<file path="src/rtl/pkg_contador_ud.sv">
// Shared types and default sizes for the up/down ping-pong counter monitor.
package pkg_contador_ud;

    localparam int LARGURA_PAD   = 4;
    localparam int LARG_CONT_PAD = 8;

    // AQUISICAO: searching for lock
    // SUBINDO:   ascending, next sample is v+1
    // TOPO:      first MAX accepted, waiting for the MAX dwell
    // DESCENDO:  descending, next sample is v-1
    // BASE:      first 0 accepted, waiting for the 0 dwell
    typedef enum logic [2:0] {
        AQUISICAO,
        SUBINDO,
        TOPO,
        DESCENDO,
        BASE
    } estado_t;

endpackage

</file>
<file path="src/rtl/contador_saturado.sv">
// Event counter that holds at all-ones instead of wrapping, with synchronous clear.
module contador_saturado #(
    parameter int LARG_CONT = 8
) (
    input  logic                 clock,
    input  logic                 limpar,
    input  logic                 incrementa,
    output logic [LARG_CONT-1:0] valor
);

    // Clear has priority; an increment arriving at all-ones is dropped.
    always_ff @(posedge clock) begin
        // NOTE: sequential state uses non-blocking assignments so every register
        // samples the values from before this edge, independent of statement order.
        if (limpar) begin
            valor <= '0;
        end else if (incrementa && (valor != '1)) begin
            valor <= valor + LARG_CONT'(1);
        end
    end

endmodule

</file>
<file path="src/rtl/monitor_contador_ud.sv">
// Sequence checker for the 4-bit ping-pong counter: locks onto the triangular
// sequence 0,0,1..MAX,MAX,MAX-1..1 and reports lock, direction, dwell events and errors.
module monitor_contador_ud
    import pkg_contador_ud::*;
#(
    parameter int LARGURA   = LARGURA_PAD,
    parameter int LARG_CONT = LARG_CONT_PAD
) (
    input  logic                 clock,
    input  logic                 resert,
    input  logic [LARGURA-1:0]   entrada,
    output logic                 travado,
    output logic                 sentido,
    output logic                 pico,
    output logic                 vale,
    output logic                 erro,
    output logic [LARG_CONT-1:0] periodos,
    output logic [LARG_CONT-1:0] num_erros
);

    localparam logic [LARGURA-1:0] MAX  = '1;
    localparam logic [LARGURA-1:0] ZERO = '0;

    estado_t              estado, estado_nxt;
    logic [LARGURA-1:0]   anterior;
    logic                 tem_amostra;
    logic [LARGURA-1:0]   esperado, esperado_nxt;
    logic                 pico_nxt, vale_nxt, erro_nxt;

    // Neighbours of the previous and current sample; wrap is excluded by the
    // explicit MAX/ZERO guards where these are used.
    logic [LARGURA-1:0]   ant_mais, ant_menos, ent_mais, ent_menos;

    assign ant_mais  = anterior + LARGURA'(1);
    assign ant_menos = anterior - LARGURA'(1);
    assign ent_mais  = entrada  + LARGURA'(1);
    assign ent_menos = entrada  - LARGURA'(1);

    // Next-state, next-expected-sample and pulse decode.
    always_comb begin
        // NOTE: every output of this block gets a default first, so no path
        // leaves a value unassigned and no latch is inferred.
        estado_nxt   = estado;
        esperado_nxt = esperado;
        pico_nxt     = 1'b0;
        vale_nxt     = 1'b0;
        erro_nxt     = 1'b0;

        if (estado == AQUISICAO) begin
            // The first sample after reset is only stored; never flag errors here.
            if (tem_amostra) begin
                if ((anterior != MAX) && (entrada == ant_mais)) begin
                    if (entrada == MAX) begin
                        estado_nxt   = TOPO;
                        esperado_nxt = MAX;
                    end else begin
                        estado_nxt   = SUBINDO;
                        esperado_nxt = ent_mais;
                    end
                end else if ((anterior != ZERO) && (entrada == ant_menos)) begin
                    if (entrada == ZERO) begin
                        estado_nxt   = BASE;
                        esperado_nxt = ZERO;
                    end else begin
                        estado_nxt   = DESCENDO;
                        esperado_nxt = ent_menos;
                    end
                end else if ((anterior == MAX) && (entrada == MAX)) begin
                    // Lock straight into the descent; the dwell itself is not reported.
                    estado_nxt   = DESCENDO;
                    esperado_nxt = MAX - LARGURA'(1);
                end else if ((anterior == ZERO) && (entrada == ZERO)) begin
                    estado_nxt   = SUBINDO;
                    esperado_nxt = LARGURA'(1);
                end
            end
        end else if (entrada != esperado) begin
            // Error wins over any relock; relock is judged from this sample next edge.
            estado_nxt = AQUISICAO;
            erro_nxt   = 1'b1;
        end else begin
            unique case (estado)
                SUBINDO: begin
                    if (entrada == MAX) begin
                        estado_nxt   = TOPO;
                        esperado_nxt = MAX;
                    end else begin
                        esperado_nxt = ent_mais;
                    end
                end
                TOPO: begin
                    estado_nxt   = DESCENDO;
                    esperado_nxt = ent_menos;
                    pico_nxt     = 1'b1;
                end
                DESCENDO: begin
                    if (entrada == ZERO) begin
                        estado_nxt   = BASE;
                        esperado_nxt = ZERO;
                    end else begin
                        esperado_nxt = ent_menos;
                    end
                end
                BASE: begin
                    estado_nxt   = SUBINDO;
                    esperado_nxt = ent_mais;
                    vale_nxt     = 1'b1;
                end
                default: begin
                    estado_nxt = AQUISICAO;
                end
            endcase
        end
    end

    // State, sample history and registered status outputs.
    always_ff @(posedge clock) begin
        if (resert) begin
            estado      <= AQUISICAO;
            anterior    <= '0;
            tem_amostra <= 1'b0;
            esperado    <= '0;
            travado     <= 1'b0;
            sentido     <= 1'b0;
            pico        <= 1'b0;
            vale        <= 1'b0;
            erro        <= 1'b0;
        end else begin
            estado      <= estado_nxt;
            anterior    <= entrada;
            tem_amostra <= 1'b1;
            esperado    <= esperado_nxt;
            travado     <= (estado_nxt != AQUISICAO);
            sentido     <= (estado_nxt == DESCENDO) || (estado_nxt == TOPO);
            pico        <= pico_nxt;
            vale        <= vale_nxt;
            erro        <= erro_nxt;
        end
    end

    contador_saturado #(
        .LARG_CONT (LARG_CONT)
    ) u_periodos (
        .clock      (clock),
        .limpar     (resert),
        .incrementa (vale_nxt),
        .valor      (periodos)
    );

    contador_saturado #(
        .LARG_CONT (LARG_CONT)
    ) u_num_erros (
        .clock      (clock),
        .limpar     (resert),
        .incrementa (erro_nxt),
        .valor      (num_erros)
    );

endmodule

</file>
<file path="config.mk">
export PLATFORM = sky130hd
export DESIGN_NAME = monitor_contador_ud
export DESIGN_NICKNAME = d
export VERILOG_FILES = /design/src/rtl/pkg_contador_ud.sv /design/src/rtl/contador_saturado.sv /design/src/rtl/monitor_contador_ud.sv
export SDC_FILE = /design/constraint.sdc
export NUM_CORES = 1
export LEC_CHECK = 0
export CAP_MARGIN = 20
export CORE_MARGIN = 3
export CORE_UTILIZATION = 35
export DETAILED_ROUTE_END_ITERATION = 8
export SYNTH_ARGS = -nofsm -noshare
export SYNTH_HDL_FRONTEND = slang
export SYNTH_SLANG_ARGS = --single-unit
</file>
<file path="constraint.sdc">
create_clock -name clock -period 3.5 [get_ports clock]
set_input_delay 0.35 -clock clock [delete_from_list [all_inputs] [get_ports clock]]
set_output_delay 0.35 -clock clock [all_outputs]
set_load 0.01 [all_outputs]
</file>
==> results.yml <==
clock_network:
  clkTransAtPathRegs_ps: 80
  cts_buffers: 5
  cts_hold_buffers: 0
  clockBufferDepth: 2
  cts.htree.levels: 2
  cts.sinks: 33
  clock_tree.root_cell: "clkbuf_8"
  tritoncts: "built"
  clock_latency_ps: 290
  ctsResizeCount: 0
  post-cts-setup-buffers: 0
finish:
  final_core_util_pct: 44.4
  n_antenna_cell: 0
  areaGrowthSynthToFinish_pct: 18.1
  final_nets: 288
  final_area_sq_mm: 0.00254
  drive_above_1_share_pct: 9.78
timing:
  finalCritPeriodShare_pct: 79.5
  fmax_mhz: 359
  setup_viol: 0
  final_hold_viol_count: 0
  report.final.slew_viol_count: 0
  relSlewSlack_pct: 54.2
  tightest_slew_ps: 685
  rsz0062_at_grt: "no"
  setup_tns_ps: 0
  worst_slack_ps: 716
  clock_skew_ps: 9.71
  period_needed_ps: 2780
worst_setup_path:
  path_buf_inv: 1
  max_stage_delay_ps: 610
  r2r-start: "anterior[0]$_SDFF_PP0_"
  cp_cell_sequence: "clkdlybuf4s50_1 -> ha_1 -> and3_1 -> nand4_1 -> o31ai_2 -> nor2_1 -> o41ai_1 -> and3_1 -> or2_1"
  setup.worst_path.start: "entrada[0]"
  crit_path_top_delay_cell: "clkdlybuf4s50_1"
  cp.required_ps: 3740
  end_kind: "flop"
  crit_path_start_kind: "primary input"
  critPathKind: "in -> reg"
  path_max_fanout: 7
  crit_family: "simple AND/OR/NAND/NOR gates"
  arrival_ps: 3020
  cp_common_cell: "and3_1"
outcome:
  status: "finished, final reports clean"
logic_synthesis:
  syn_area_per_cell_sq_um: 8.49
  synth_seq_cells: 33
  synth.most_common_cell: "dfxtp_1"
  synth_ff_type: "dfxtp_1"
  synth_top_cell_by_area: "dfxtp_1"
  syn_nets: 266
  synth_seq_area_share_pct: 30.8
  yosysWarnings: 0
  ys_types: 58
  synth_top_area_share_pct: 30.8
  synth-edff-count: 0
  syn_inst: 253
  synth-async-reset-ratio_pct: 0
  synth_commonest_cells: "dfxtp_1, nor2_1, nand2_1"
  synth.area.top_cells: "dfxtp_1, nor2_1, xnor2_1"
  syn_area_sq_mm: 0.00215
floorplanning:
  core_sq_mm: 0.00571
  fp-row-count: 27
  dieWidth_um: 84.3
  die_area_sq_mm: 0.00711
  ioPinCount: 27
  die_h_um: 84.3
  initial_utilization_pct: 37.6
drt:
  finalWirelength_um: 5260
  first_iter_violations: 179
  vias: 1898
  top_layer_used: "met4"
  drc: 0
  wire_per_inst_um: 15.1
  met3_wirelength_um: 308
  antenna_left: 0
  dr.pass1.iters: 4
  route.met2.wl_um: 2370
  wl_met1_um: 2500
  viasPerCell: 5.45
placement:
  detailed_place.area_sq_mm: 0.00242
  port_buffers: 26
  place_hpwl_um: 3790
  gp_congestion: 0.897
  dp_slack_ps: 450
power_and_ir_drop:
  p_seq_share_pct: 42.2
  ir_drop_mv: 0.241
  comb_power_share_pct: 18.2
  clkPwrFrac_pct: 39.6
  p_total_uw: 975
  internal_power_uw: 700
  leakage_uw: 0.000937
  powerDensity_mw_per_mm2: 384
  p_sw_uw: 275
  swShare_pct: 28.2
global_routing:
  grt.overflow.total: 0
  antenna_found_initial: 0
  grt_pass1_wl_um: 8820
  grt_start_max_net_pins: 20
  grtUsageTotal_pct: 15.1
  grt_pass1_vias: 1798
hold_path:
  min_from: "esperado[2]$_SDFFE_PP0P_"
  hold_class: "reg -> reg"
job:
  cap_violations: 0
==> power by group through the flow <==
stage               logic, uW  registers (uW)  clock network (uW)
finish                    178             411                 386
global route              197             414                 412
CTS                       177             411                 392
detailed placement        176             420                   0
global placement          175             420                   0
floorplan                 142             411                   0
==> routing by layer <==
| metal | track usage (%) | vias to the layer above |
|---|---|---|
| met2 | 23.1 | 60 |
| met1 | 20.6 | 884 |
| met3 | 3.63 | 8 |
| li1 | - | 946 |
| met4 | 5.90 | 0 |
| met5 | 0 | - |
==> final cells by class <==
type	instances	area [sq um]
fill	576	3170
clock inverter	2	37.5
multi-input combinational	196	1350
clock buffer	6	82.6
tap	72	90.1
sequential	33	661
timing repair buffer	28	275
inverter	11	41.3
==> logic make-up (layout without fill, tap and decap cells) <==
group,after synthesis,in the layout,share of synthesized area (%)
fa+ha+maj,7,7,4.08
mux,5,5,2.56
buf+inv,24,47,6.41
simple gates,106,106,26.6
xor+xnor,25,25,11.2
compound gates,53,53,18.4
flops,33,33,30.8
==> worst reg2reg max path, stage by stage, from the launching register on <==
cell	delay [ps]
dfxtp_1	430
inv_1	70
ha_1	300
xor2_1	160
nor2b_1	190
and3_1	410
a21oi_1	120
a2111oi_0	530
nor3_1	110
a21oi_1	150
==> sequential cells by signal, summed over array words and instances, names as in the netlist <==
signal,flops
u_num_erros.valor,8
travado,1
anterior,4
pico,1
estado,3
sentido,1
tem_amostra,1
erro,1
u_periodos.valor,8
esperado,4
vale,1
==> per-stage QoR <==
stage | hold slack, ps | cells
global placement | 494 | 340
floorplan | 447 | 253
CTS | 516 | 348
global route | 540 | 348
detailed placement | 506 | 340
finish | 504 | 348
==> layout by cell type, fill, tap and decap left out, types with 3 or more instances in the layout <==
master / instances
dfxtp_1: 33
nor2_1: 30
clkdlybuf4s50_1: 26
nand2_1: 20
a21oi_1: 13
xnor2_1: 12
inv_1: 11
xor2_1: 11
and3_1: 10
nand3_1: 10
nor3_1: 9
o21ai_0: 8
ha_1: 7
a31oi_1: 6
clkbuf_8: 6
mux2i_1: 4
nand4_1: 4
nor2b_1: 4
o211ai_1: 3
==> worst paths after layout <==
| kind | cells after the start | to | slack [ps] |
|---|---|---|---|
| max | 9 | travado$_SDFF_PP0_ | 720 |
| min | 2 | esperado[2]$_SDFFE_PP0P_ | 500 |
| max reg2reg | 9 | esperado[3]$_SDFFE_PP0P_ | 980 |
| min reg2reg | 2 | esperado[2]$_SDFFE_PP0P_ | 500 |
Power figures use the tool's default switching activity.
